==> config.mk <==
export PLATFORM = sky130hd
export DESIGN_NAME = steak_drawer
export DESIGN_NICKNAME = d
export VERILOG_FILES = /design/src/rtl/steak_drawer.sv
export SDC_FILE = /design/constraint.sdc
export NUM_CORES = 1
export LEC_CHECK = 0
export ABC_CLOCK_PERIOD_IN_PS = 4250
export BUFFER_PORTS_ARGS = -buffer_cell sky130_fd_sc_hd__buf_4
export CELL_PAD_IN_SITES_DETAIL_PLACEMENT = 1
export CELL_PAD_IN_SITES_GLOBAL_PLACEMENT = 1
export CORE_AREA = 8 8 101 103
export CTS_CLUSTER_SIZE = 10
export DETAILED_ROUTE_END_ITERATION = 12
export DIE_AREA = 0 0 109 111
export PLACE_DENSITY = 0.82
export SETUP_SLACK_MARGIN = 0.5
export SYNTH_ARGS = -nofsm -noshare
export SYNTH_HDL_FRONTEND = slang
export SYNTH_SLANG_ARGS = --single-unit
==> constraint.sdc <==
create_clock -name clk -period 4.25 [get_ports clk]
set_clock_uncertainty 0.05 [all_clocks]
set_input_delay 0 -clock clk [delete_from_list [all_inputs] [get_ports clk]]
set_output_delay 0 -clock clk [all_outputs]
set_load 0.02 [all_outputs]
==> src/rtl/steak_drawer.sv <==
// steak_drawer: sweeps the steak rectangle one pixel per clock, fat rim and muscle interior (STEAK_GRILL_MARKS_EN adds char diagonals).
// Latency: colour change seen at edge N -> LOAD after N+1 -> first plot after N+2; WIDTH*HEIGHT plot cycles per frame.
// Backpressure: none; colour changes during a frame collapse into a single follow-up frame.
module steak_drawer #(
    parameter logic [7:0] X0     = 8'd40,
    parameter logic [6:0] Y0     = 7'd30,
    parameter logic [7:0] WIDTH  = 8'd64,
    parameter logic [6:0] HEIGHT = 7'd48,
    parameter logic [2:0] RIM    = 3'd3
) (
    input  logic       clk,
    input  logic       resetn,
    input  logic [8:0] colour_muscle,
    input  logic [8:0] colour_fat,
    output logic [7:0] x,
    output logic [6:0] y,
    output logic [8:0] colour,
    output logic       plot,
    output logic       busy,
    output logic       done
);

    localparam logic [7:0] RIM_X  = {5'd0, RIM};
    localparam logic [6:0] RIM_Y  = {4'd0, RIM};
    localparam logic [7:0] X_HI   = WIDTH - RIM_X;
    localparam logic [6:0] Y_HI   = HEIGHT - RIM_Y;
    localparam logic [7:0] X_LAST = WIDTH - 8'd1;
    localparam logic [6:0] Y_LAST = HEIGHT - 7'd1;

    typedef enum logic [1:0] {IDLE, LOAD, DRAW, DONE} state_t;

    state_t     state, state_nxt;
    logic [8:0] prev_m, prev_f, snap_m, snap_f;
    logic       pending, changed, load;
    logic [7:0] px, px_nxt;
    logic [6:0] py, py_nxt;
    logic       plot_nxt, done_nxt, on_rim;
    logic [8:0] colour_nxt;

    // No reset on the previous-value registers: they keep tracking the inputs
    // while resetn is low, so releasing reset does not look like a colour change.
    always_ff @(posedge clk) begin
        prev_m <= colour_muscle;
        prev_f <= colour_fat;
    end

    assign changed = (colour_muscle != prev_m) || (colour_fat != prev_f);

    always_comb begin
        state_nxt = state;
        px_nxt    = px;
        py_nxt    = py;
        plot_nxt  = 1'b0;
        done_nxt  = 1'b0;
        load      = 1'b0;
        case (state)
            IDLE: begin
                if (pending) begin
                    state_nxt = LOAD;
                    load      = 1'b1;
                    px_nxt    = 8'd0;
                    py_nxt    = 7'd0;
                end
            end
            LOAD: begin
                state_nxt = DRAW;
                plot_nxt  = 1'b1;
            end
            DRAW: begin
                if (px == X_LAST && py == Y_LAST) begin
                    state_nxt = DONE;
                    done_nxt  = 1'b1;
                end else begin
                    plot_nxt = 1'b1;
                    if (px == X_LAST) begin
                        px_nxt = 8'd0;
                        py_nxt = py + 7'd1;
                    end else begin
                        px_nxt = px + 8'd1;
                    end
                end
            end
            DONE: state_nxt = IDLE;
            default: state_nxt = IDLE;
        endcase
    end

    // Colour is computed for the pixel about to be presented, not the current one.
    assign on_rim = (px_nxt < RIM_X) || (px_nxt >= X_HI) ||
                    (py_nxt < RIM_Y) || (py_nxt >= Y_HI);

`ifdef STEAK_GRILL_MARKS_EN
    logic [2:0] diag;
    assign diag = px_nxt[2:0] + py_nxt[2:0];

    always_comb begin
        colour_nxt = snap_m;
        if (on_rim)
            colour_nxt = snap_f;
        else if (diag == 3'd0)
            colour_nxt = 9'b001001001;
    end
`else
    always_comb begin
        colour_nxt = on_rim ? snap_f : snap_m;
    end
`endif

    always_ff @(posedge clk or negedge resetn) begin
        if (!resetn) begin
            state   <= IDLE;
            pending <= 1'b1;
            snap_m  <= 9'd0;
            snap_f  <= 9'd0;
            px      <= 8'd0;
            py      <= 7'd0;
            x       <= 8'd0;
            y       <= 7'd0;
            colour  <= 9'd0;
            plot    <= 1'b0;
            busy    <= 1'b0;
            done    <= 1'b0;
        end else begin
            state <= state_nxt;
            px    <= px_nxt;
            py    <= py_nxt;
            if (load) begin
                snap_m <= colour_muscle;
                snap_f <= colour_fat;
            end
            // A change on the LOAD edge itself must survive the clear.
            if (changed)
                pending <= 1'b1;
            else if (load)
                pending <= 1'b0;
            plot <= plot_nxt;
            done <= done_nxt;
            busy <= (state_nxt != IDLE);
            if (plot_nxt) begin
                x      <= X0 + px_nxt;
                y      <= Y0 + py_nxt;
                colour <= colour_nxt;
            end
        end
    end

endmodule

==> flow_metrics.tcl <==
set metrics [dict create \
    slew_violations 0 \
    fp.coreArea_sq_mm 0.00855 \
    synth_top_area_share_pct 41.3 \
    leakagePower_nw 1.94 \
    min_period_ns 3.48 \
    port_buffers 46 \
    dr.first_iter.drc_count 100 \
    powerDensity_mw_per_mm2 316 \
    grt_max_degree 64 \
    r2r_slack_ns 0.77 \
    antenna_found_initial 0 \
    max-cap-violations 0 \
    worstReg2RegEnd "colour[1]" \
    placed_area_sq_mm 0.00419 \
    pin_count 47 \
    tightest_slew_ns 0.788 \
    period_share_pct 81.9 \
    combPwrFrac_pct 6.1 \
    clk_latency_ns 0.37 \
    final_nets 454 \
    wl_per_cell_um 18.8 \
    synth_edf_count 0 \
    synth_cell_types 56 \
    drive_above_1_share_pct 22.1 \
    first_pass_iters 4 \
    cp-start-kind "register" \
    arrival_ns 3.63 \
    synth_seq_cells 81 \
    p_sw_w 0.000381 \
    die_w_um 109 \
    clock_power_share_pct 38.3 \
    final_antenna_net_count 0 \
    worstPathMaxFanout 20 \
    cts_htree_levels 3 \
    seq_power_share_pct 55.6 \
    synth.area.top_cells "dfrtp_1 41%, dfxtp_1 9.6%, xnor2_1 5.6%" \
    vias 3043 \
    clk_path_buf_depth 2 \
    hold_class "in2async" \
    numCtsBuffers 9 \
    synth_top_cell_by_area "dfrtp_1" \
    synth-async-reset-ratio_pct 77.8 \
    viasPerCell 5.67 \
    intPower_w 0.00106 \
    rr_worst_depth 12 \
    overflow 0 \
    gp_congestion 0.862 \
    grt_pass1_wl_mm 16.9 \
    fp.dieH_um 111 \
    outcome "finished, final reports clean" \
    dp_slack_ns 0.649 \
    start_util_pct 43.9 \
    rows 34 \
    clock_sinks 81 \
    swShare_pct 26.4 \
    final_area_sq_mm 0.00457 \
    avgSynthCellArea_sq_um 10.5 \
    ys_seq_area_share_pct 51.6 \
    hold_viol 0 \
    diodes 0 \
    synth_nets 388 \
    ys.warnings.count 0 \
    path_clk_slew_ns 0.10 \
    die-area_sq_mm 0.0121 \
    max-vdd-ir-drop_mv 0.223 \
    finalPower_w 0.00144 \
    synth_top_flop_cell "dfrtp_1" \
    root_buffer "clkbuf_8" \
    hpwlAfterDp_mm 7.01 \
    drc 0 \
    cts_tree "done" \
    timing.fmax_mhz 287 \
    endpoint_kind "register" \
    slew_headroom_pct 47.5 \
    r2r_start "state[0]" \
    syn2layout_area_growth_pct 21.8 \
    grt_pass1_vias 3325 \
    required_ns 4.40 \
    track_usage_pct 17.5 \
    worst-setup-path-type "reg2reg" \
    syn_area_sq_mm 0.00375 \
    layout_setup_ws_ns 0.771 \
    rsz0062_at_grt "false" \
    tns_ns 0 \
    routed_wl_mm 10.1 \
    hold_slack_ns 0.164 \
    setup_viol 0 \
    synthCells 358 \
]
==> state kept, by name (all words and copies together), names as in the netlist, 2 cells and up <==
signal and flops:
px 8, py 7, x 8, colour 9
snap_f 9, prev_m 9, snap_m 9, y 7
prev_f 9, state 2
==> layout by cell type (no fill, tap or decap), drive strengths merged, types with 3 or more instances in the layout <==
cell type    instances
dfxtp               18
nor4                 6
a21oi                9
mux2                18
o211ai               5
nor3b                3
and3                 5
nand3                6
o21ai               27
nand4               17
nor2                15
a31oi               14
dlygate4sd3         19
buf                 50
nand2               50
dfrtp               62
o31ai               10
or2                  3
ha                  10
xnor2               24
inv                 14
clkbuf               9
==> power groups by stage <==
stage	Combinational (W)	Clock [W]	Sequential, W
2_1_floorplan	0.0000279	0	0.000820
3_3_place_gp	0.0000734	0	0.000818
3_5_place_dp	0.0000766	0	0.000818
4_1_cts	0.0000905	0.000562	0.000803
5_1_grt	0.0000976	0.000603	0.000805
6_report	0.0000886	0.000553	0.000803
==> worst max-delay path, stage by stage (launching register included) <==
cell and delay (ns):
dfrtp_1 0.40, inv_1 0.08, ha_1 0.26, buf_4 0.23
mux2i_1 0.18, buf_4 0.21, or4b_1 0.45, o211ai_1 0.21
o21ai_0 0.14, or4b_1 0.53, and2_1 0.31, nand4_1 0.15
a31oi_1 0.11
==> repair_timing <==
action                                 CTS  global route
setup buffers                            0             0
hold buffers                            19             0
resized for setup                        0             1
endpoints found under the hold margin   99             0
setup endpoints to repair                0             5
==> worst max path at each step <==
stage	start	end	slack [ns]	depth (start not counted)
finish	state[0]	colour[1]	0.77	12
global route	state[0]	colour[1]	0.52	12
CTS	state[0]	colour[1]	0.60	11
detailed placement	state[0]	colour[1]	0.65	11
global placement	state[0]	colour[2]	0.84	11
floorplan	px[6]	colour[0]	1.31	11
==> cells in the mapped netlist (3+ instances only) <==
cell type,instances
dfrtp_1,62
nand2_1,49
o21ai_0,24
xnor2_1,24
dfxtp_1,18
mux2_2,18
nand4_1,16
a31oi_1,14
nor2_1,14
ha_1,10
o31ai_1,10
a21oi_1,9
clkbuf_1,9
inv_1,9
nand3_1,6
and3_1,5
nor4_1,5
o211ai_1,5
o21ai_1,3
==> final cells by class <==
| cell class | instances | area (sq um) |
|---|---|---|
| Clock buffer | 9 | 124 |
| Clock inverter | 7 | 62.6 |
| Fill cell | 950 | 3980 |
| Inverter | 10 | 37.5 |
| Multi-Input combinational cell | 253 | 1710 |
| Sequential cell | 81 | 1940 |
| Tap cell | 108 | 135 |
| Timing Repair Buffer | 69 | 566 |
==> logic make-up after synthesis <==
kind of cell | share of synthesized area [%]
mux | 5.67
buf+inv | 2.87
simple gates | 16.9
xor+xnor | 5.83
compound gates | 13.8
fa+ha+maj | 3.33
flops | 51.6
==> metrics by stage <==
stage	util, %	cells
2_1_floorplan	-	358
3_3_place_gp	49.0	502
3_5_place_dp	49.0	502
4_1_cts	53.5	537
5_1_grt	53.5	537
6_report	53.5	537
==> routing by layer <==
layer / vias up / routed length (um) / track usage [%] / share of wire, %
met4: 0 / 152 / 5.48 / 1.5
met1: 1528 / 4200 / 20.7 / 42
li1: 1421 / - / - / -
met2: 74 / 5230 / 29.6 / 52
met5: - / 0 / 0 / 0
met3: 20 / 529 / 4.65 / 5.2
No activity file was read; power rests on OpenSTA's default activity.
